**src/rtl/pipe_hazard_ctrl.sv**
```systemverilog
// pipe_hazard_ctrl: pipeline stall/flush controller FSM, optional perf counters under HAZARD_PERF_CNT_EN
module pipe_hazard_ctrl (
  input  logic        clk,
  input  logic        reset,
  input  logic        load_use_hazard,
  input  logic        branch_taken,
  input  logic        mem_req,
  input  logic        mem_ready,
  output logic        pc_we,
  output logic        if_id_we,
  output logic        if_id_flush,
  output logic        id_ex_flush,
  output logic        ex_mem_we,
  output logic [1:0]  ctrl_state,
  output logic [31:0] stall_cycles,
  output logic [31:0] flush_count
);
  typedef enum logic [1:0] {RUN = 2'd0, LU_STALL = 2'd1, BR_FLUSH = 2'd2, MEM_WAIT = 2'd3} state_t;
  state_t state, next_state;
  logic stall, lu_act, br_act;
  assign ctrl_state = state;
  // hazard arbitration: memory freeze wins, then load-use, then branch; each state masks what it ignores
  always_comb begin
    stall       = (state == MEM_WAIT) ? !mem_ready : (mem_req && !mem_ready);
    lu_act      = !stall && load_use_hazard && (state == RUN || state == MEM_WAIT);
    br_act      = !stall && !lu_act && branch_taken && (state != BR_FLUSH);
    pc_we       = !reset && !stall && !lu_act;
    if_id_we    = !reset && !stall && !lu_act;
    ex_mem_we   = !reset && !stall;
    if_id_flush = reset || br_act;
    id_ex_flush = reset || lu_act;
    next_state  = stall ? MEM_WAIT : lu_act ? LU_STALL : br_act ? BR_FLUSH : RUN;
  end
  // state register
  always_ff @(posedge clk) begin
    if (reset) state <= RUN;
    else       state <= next_state;
  end
`ifdef HAZARD_PERF_CNT_EN
  // saturating stall and branch-flush counters
  always_ff @(posedge clk) begin
    if (reset) begin
      stall_cycles <= '0;
      flush_count  <= '0;
    end else begin
      if (!pc_we && stall_cycles != '1) stall_cycles <= stall_cycles + 32'd1;
      if (if_id_flush && flush_count != '1) flush_count <= flush_count + 32'd1;
    end
  end
`else
  assign stall_cycles = '0;
  assign flush_count  = '0;
`endif
endmodule

```
**config.mk**
```make
export PLATFORM = sky130hd
export DESIGN_NAME = pipe_hazard_ctrl
export DESIGN_NICKNAME = d
export VERILOG_FILES = /design/src/rtl/pipe_hazard_ctrl.sv
export SDC_FILE = /design/constraint.sdc
export NUM_CORES = 1
export LEC_CHECK = 0
export ABC_AREA = 1
export ABC_CLOCK_PERIOD_IN_PS = 2900
export CAP_MARGIN = 20
export CELL_PAD_IN_SITES_DETAIL_PLACEMENT = 0
export CELL_PAD_IN_SITES_GLOBAL_PLACEMENT = 1
export CORE_MARGIN = 2
export CORE_UTILIZATION = 18
export CTS_CLUSTER_DIAMETER = 30
export DETAILED_ROUTE_END_ITERATION = 8
export GPL_ROUTABILITY_DRIVEN = 0
export PLACE_DENSITY = 0.85
export SYNTH_ARGS = -nofsm -noshare
export SYNTH_HDL_FRONTEND = slang
export SYNTH_SLANG_ARGS = --single-unit
```
**constraint.sdc**
```tcl
create_clock -name clk -period 2.9 [get_ports clk]
set_clock_uncertainty 0.1 [all_clocks]
set_input_delay 0.29 -clock clk [delete_from_list [all_inputs] [get_ports clk]]
set_output_delay 0.29 -clock clk [all_outputs]
set_load 0.01 [all_outputs]
```
==> reports/qor.yml <==
p_total_uw: 182
drt_pass1_iterations: 2
rows: 21
synth_ff_type: "dfxtp_1"
die-area_mm2: 0.00414
grt-ovfl-total: 0
post_cts_resized: 0
period_share_pct: 78.9
hold_path.class: "in -> reg"
fmax_mhz: 437
synth_cells: 87
dieHeight_um: 64.4
grt_max_degree: 5
cts_max_level: 1
synthToLayoutAreaGrowth_pct: -7.82
holdWs_ns: 0.616
antenna_found_initial: 0
post-route-cell-area_um2: 604
drtIter0Drc: 8
timing.max_cap.violations: 0
start_util_pct: 19.2
synth-seq-cells: 2
cts_root_buffer: "clkbuf_4"
post_cts_buffers: 0
wl_per_cell_um: 5.32
holdPathStages: 2
status: "finished, final reports clean"
worstSetupStartpoint: "ctrl_state[0]"
yosys-top-cells-area: "buf_4 74%, dfxtp_1 6.1%, ha_1 3.8%"
synth_edf_count: 0
antenna_cells: 0
required_ns: 2.51
route.detailed.drc: 0
grt_pass1_vias: 200
worst_ep_arrival_time_ns: 1.90
power.leakage_uw: 0.000360
cts_buffer_depth: 2
final_max_slew_viol_count: 0
power.density_mw_per_mm2: 302
tns_ns: 0
die_w_um: 64.4
dp_hpwl_um: 691
synth.most_common_cell: "buf_4"
grt_pass1_wl_um: 959
nets: 110
hold_viol_final: 0
yosysWarnings: 0
rsz0062_at_grt: "false"
vdd_drop_max_v: 0.0000769
clk_latency_ns: 0.22
regToRegStartpoint: "ctrl_state[0]"
io_buffers: 12
drive_above_1_share_pct: 8.00
setup_violations: 0
netlist_area_um2: 656
cts_buffers: 3
io_pins: 77
postSynthAreaPerCell_um2: 7.54
via_count: 337
postCtsHoldBufs: 0
clk_pin_slew_ns: 0.03
yosysSeqAreaShare_pct: 6.11
ant_nets: 0
largest_reg_flops: 2
place_area_um2: 582
viasPerCell: 2.31
clock_sinks: 2
cp-end-kind: "primary output"
cts_tree: "done"
synth_cell_types: 15
synth_top_cell_area_share_pct: 74.4
yosysTopAreaCell: "buf_4"
synth_async_sr_flop_share_pct: 0
synthTopCellsByCount: "65 x buf_4, 5 x inv_1, 3 x nand2_1"
coreArea_mm2: 0.00342
reg2regPathDepth: 7
period_minus_slack_ns: 2.29
worstPathMaxFanout: 4
crit_type: "reg -> out"
track_usage_pct: 3.11
cp-start-kind: "flip-flop"
wirelength_um: 776
hp-start: "reset"
## layout make-up
type                       instances  area [µm²]
sequential                         2        40.0
multi-input combinational         77         342
timing repair buffer              12         120
inverter                           6        22.5
fill                             392        2810
tap                               46        57.6
clock buffer                       3        22.5
## metrics by stage
| step | std cells | setup slack (ns) | util [%] |
|---|---|---|---|
| floorplan | 150 | 1.21 | - |
| global placement | 143 | 0.776 | 17.0 |
| detailed placement | 143 | 0.800 | 17.0 |
| CTS | 146 | 0.580 | 17.7 |
| global route | 146 | 0.479 | 17.7 |
| finish | 146 | 0.611 | 17.7 |
## cells in the final DEF (no fill, tap or decap)
cell type / instances
a21oi_1: 1
clkbuf_4: 3
clkdlybuf4s50_1: 12
conb_1: 64
dfxtp_1: 2
ha_1: 2
inv_1: 5
inv_2: 1
nand2_1: 3
nand2_2: 1
nand3b_1: 1
nor2_1: 1
nor3_2: 1
o21ai_1: 1
o21ai_2: 1
o21bai_4: 1
## power by group
group	total [µW]	switching, µW	internal [µW]	leakage (µW)
Combinational	87.8	59.4	28.4	0.000329
Sequential	32.4	2.07	30.3	0.0000167
Clock	62.2	16.5	45.7	0.0000138
## routing by layer
metal / track usage, % / share of wire (%) / wire [µm]
met1: 3.68 / 31 / 238
met2: 3.52 / 43 / 331
met3: 2.46 / 27 / 206
met4: 2.39 / 0 / 0
met5: 0 / 0 / 0
## worst max-delay path: stages, from the launching register on
cell	delay [ns]
dfxtp_1	0.35
inv_1	0.05
ha_1	0.29
nand2_2	0.11
inv_1	0.07
nor3_2	0.21
clkdlybuf4s50_1	0.58
## cells by family (layout without fill, tap and decap cells)
group | count (synthesis) | after routing | share of synthesized area, %
buffers and inverters | 71 | 21 | 77.9
and+or+nand+nor | 7 | 7 | 5.92
AOI/OAI and AO/OA | 4 | 4 | 5.72
adders and majority gates | 2 | 2 | 3.82
DFF | 2 | 2 | 6.11
other | 1 | 64 | 0.572
## path summary, 6_finish.rpt
kind / endpoint / slack, ns
max: pc_we / 0.61
max reg2reg: ctrl_state[1] / 1.65
min: ctrl_state[0] / 0.62
min reg2reg: ctrl_state[0] / 0.65
(Power assumes the default switching activity.)
==> patch, RTL diff (same flow settings) <==
Add a define of `HAZARD_PERF_CNT_EN`.
--- a/src/rtl/pipe_hazard_ctrl.sv
+++ b/src/rtl/pipe_hazard_ctrl.sv
@@ -1,4 +1,6 @@
 // pipe_hazard_ctrl: pipeline stall/flush controller FSM, optional perf counters under HAZARD_PERF_CNT_EN
+`define HAZARD_PERF_CNT_EN
+
 module pipe_hazard_ctrl (
   input  logic        clk,
   input  logic        reset,
Function: changed (Yosys sat finds a counterexample within 4 cycles, from zero or initial values and one cycle with reset high).
==> patch against the original RTL <==
Utilization rose by 6.1 points. Total power grew to 13 times the old value. Sequential cell count increased by 64. Die area rose to 6.2 times the old value. Synthesized cell count grew to 8.3 times the old value. Sequential power rose to 29 times the old value. Count of clock-buffer cells in the layout up 6. Non-clock buffer count rose by 67. Worst setup slack lost 0.19 ns. First-iteration DRC count rose to 26 times the old value. Cell area grew to 9.5 times the old value. Routed wire length increased to 17 times the old value. Synthesized area grew to 6.7 times the old value. Critical path type unchanged. Critical endpoint is now if_id_flush.
==> patch: results <==
set metrics [dict create \
    crit_start "ctrl_state[0]" \
    synth-adder-area-share 0.0113 \
    synth_warnings 0 \
    cts_resized 0 \
    num_vias 4534 \
    cts_buffers 9 \
    nets 803 \
    synth.distinct_cells 32 \
    status "complete, no violations" \
    clk_pin_slew_ns 0.06 \
    syn_nets 731 \
    hold_path.class "in2reg" \
    clk_latency_ns 0.34 \
    first_global_vias 4227 \
    synth-async-reset-ratio 0 \
    cp.arrival_ns 2.09 \
    synth_area_leaders "dfxtp_1 30%, nand2_1 23%, nor2_1 12%, inv_1 5.3%, nand3_1 4.1%" \
    grt_max_degree 46 \
    cts_root_buffer "clkbuf_16" \
    min_from "reset" \
    drive_gt1_frac 0.0852 \
    synth-compound-area-share 0.0790 \
    place.port_buffers 76 \
    drtIter0Drc 206 \
    crit_slowest_cell "clkdlybuf4s50_1" \
    grt_pass1_wl_mm 21.5 \
    fillers 2768 \
    cts_buffer_depth 2 \
    r2r-start "flush_count[0]" \
    hold_ws_ns 0.419 \
    worst_path_largest_cell_delay_ns 0.58 \
    tightest_slew_ns 0.674 \
    r2r_slack_ns 0.70 \
    avgRoutedWirePerCell_um 11.6 \
    cts_setup_buffers 0 \
    synth_mux_area_frac 0 \
    synthFlopType "dfxtp_1" \
    crit_fanout 4 \
    yosysSeqAreaShare 0.299 \
    synth-xor-area-share 0.0495 \
    p_leak_nw 2.01 \
    antenna_found_initial 0 \
    drtPass1Iterations 4 \
    track_usage 0.103 \
    cts_max_level 3 \
    ir_worst_vdd_v 0.000227 \
    synthTopCellsByCount "267 x nand2_1, 140 x nor2_1, 66 x dfxtp_1" \
    switching_power_mw 0.565 \
    crit_family "buffers and inverters" \
    diodes 0 \
    dpl.hpwl_mm 9.68 \
]
## patch: changes by cell type in the layout (fill, tap and decap cells not counted), sizes merged, moves of 14 or more
| cell | before | now |
|---|---|---|
| a21oi | 1 | 45 |
| nor2 | 1 | 150 |
| inv | 6 | 64 |
| nand3 | 0 | 36 |
| dfxtp | 2 | 66 |
| clkdlybuf4s50 | 12 | 75 |
| xor2 | 0 | 14 |
| nand2 | 4 | 284 |
| conb | 64 | 0 |
## patch: kinds of logic after synthesis
kind of cell    count (synthesis)
compound gates                 55
xor+xnor                       25
fa+ha+maj                       4
buf+inv                        82
flops                          66
simple gates                  489
## patch: routing by layer
layer  share of wire  track usage  wire length [µm]  vias to the layer above
met1            0.47        0.129              6130                     2049
li1                -            -                 -                     2385
met5               0            0                 0                        -
met4          0.0095       0.0227               123                        0
met3           0.048       0.0271               619                       11
met2            0.47        0.177              6090                       89
## patch: layout make-up
type	instances	area share
Multi-Input combinational cell	573	0.467
Sequential cell	66	0.229
Timing Repair Buffer	79	0.135
Tap cell	324	0.0703
Inverter	64	0.0426
Clock buffer	9	0.0391
Clock inverter	7	0.0163
## patch: final timing paths
kind / endpoint / depth (start not counted)
setup / recovery: if_id_flush / 6
hold / removal: ctrl_state[1] / 5
setup reg to reg: flush_count[30] / 10
hold reg to reg: stall_cycles[4] / 2
## patch: per-stage QoR
stage | power (mW) | cells | instance area, µm² | setup slack, ns | util
2_1_floorplan | 1.08 | 721 | 4420 | 1.01 | -
3_3_place_gp | 1.14 | 1106 | 5440 | 0.626 | 0.225
3_5_place_dp | 1.14 | 1106 | 5440 | 0.626 | 0.225
4_1_cts | 2.34 | 1122 | 5760 | 0.376 | 0.238
5_1_grt | 2.40 | 1122 | 5760 | 0.302 | 0.238
6_report | 2.30 | 1122 | 5760 | 0.424 | 0.238
## patch: worst reg2reg max path: cells and delay by family, from the launching register on
family	cells	cell delay, ns
and+or+nand+nor	7	1.04
AOI/OAI and AO/OA	1	0.06
buffers and inverters	1	0.20
adders and majority gates	1	0.23
DFF	1	0.42
## patch: power groups by stage
stage               registers [mW]  clock network, mW  logic [mW]
CTS                          0.935               1.22       0.186
global placement             0.954                  0       0.184
floorplan                    0.957                  0       0.127
detailed placement           0.956                  0       0.186
finish                       0.935               1.18       0.181
global route                 0.938               1.26       0.200
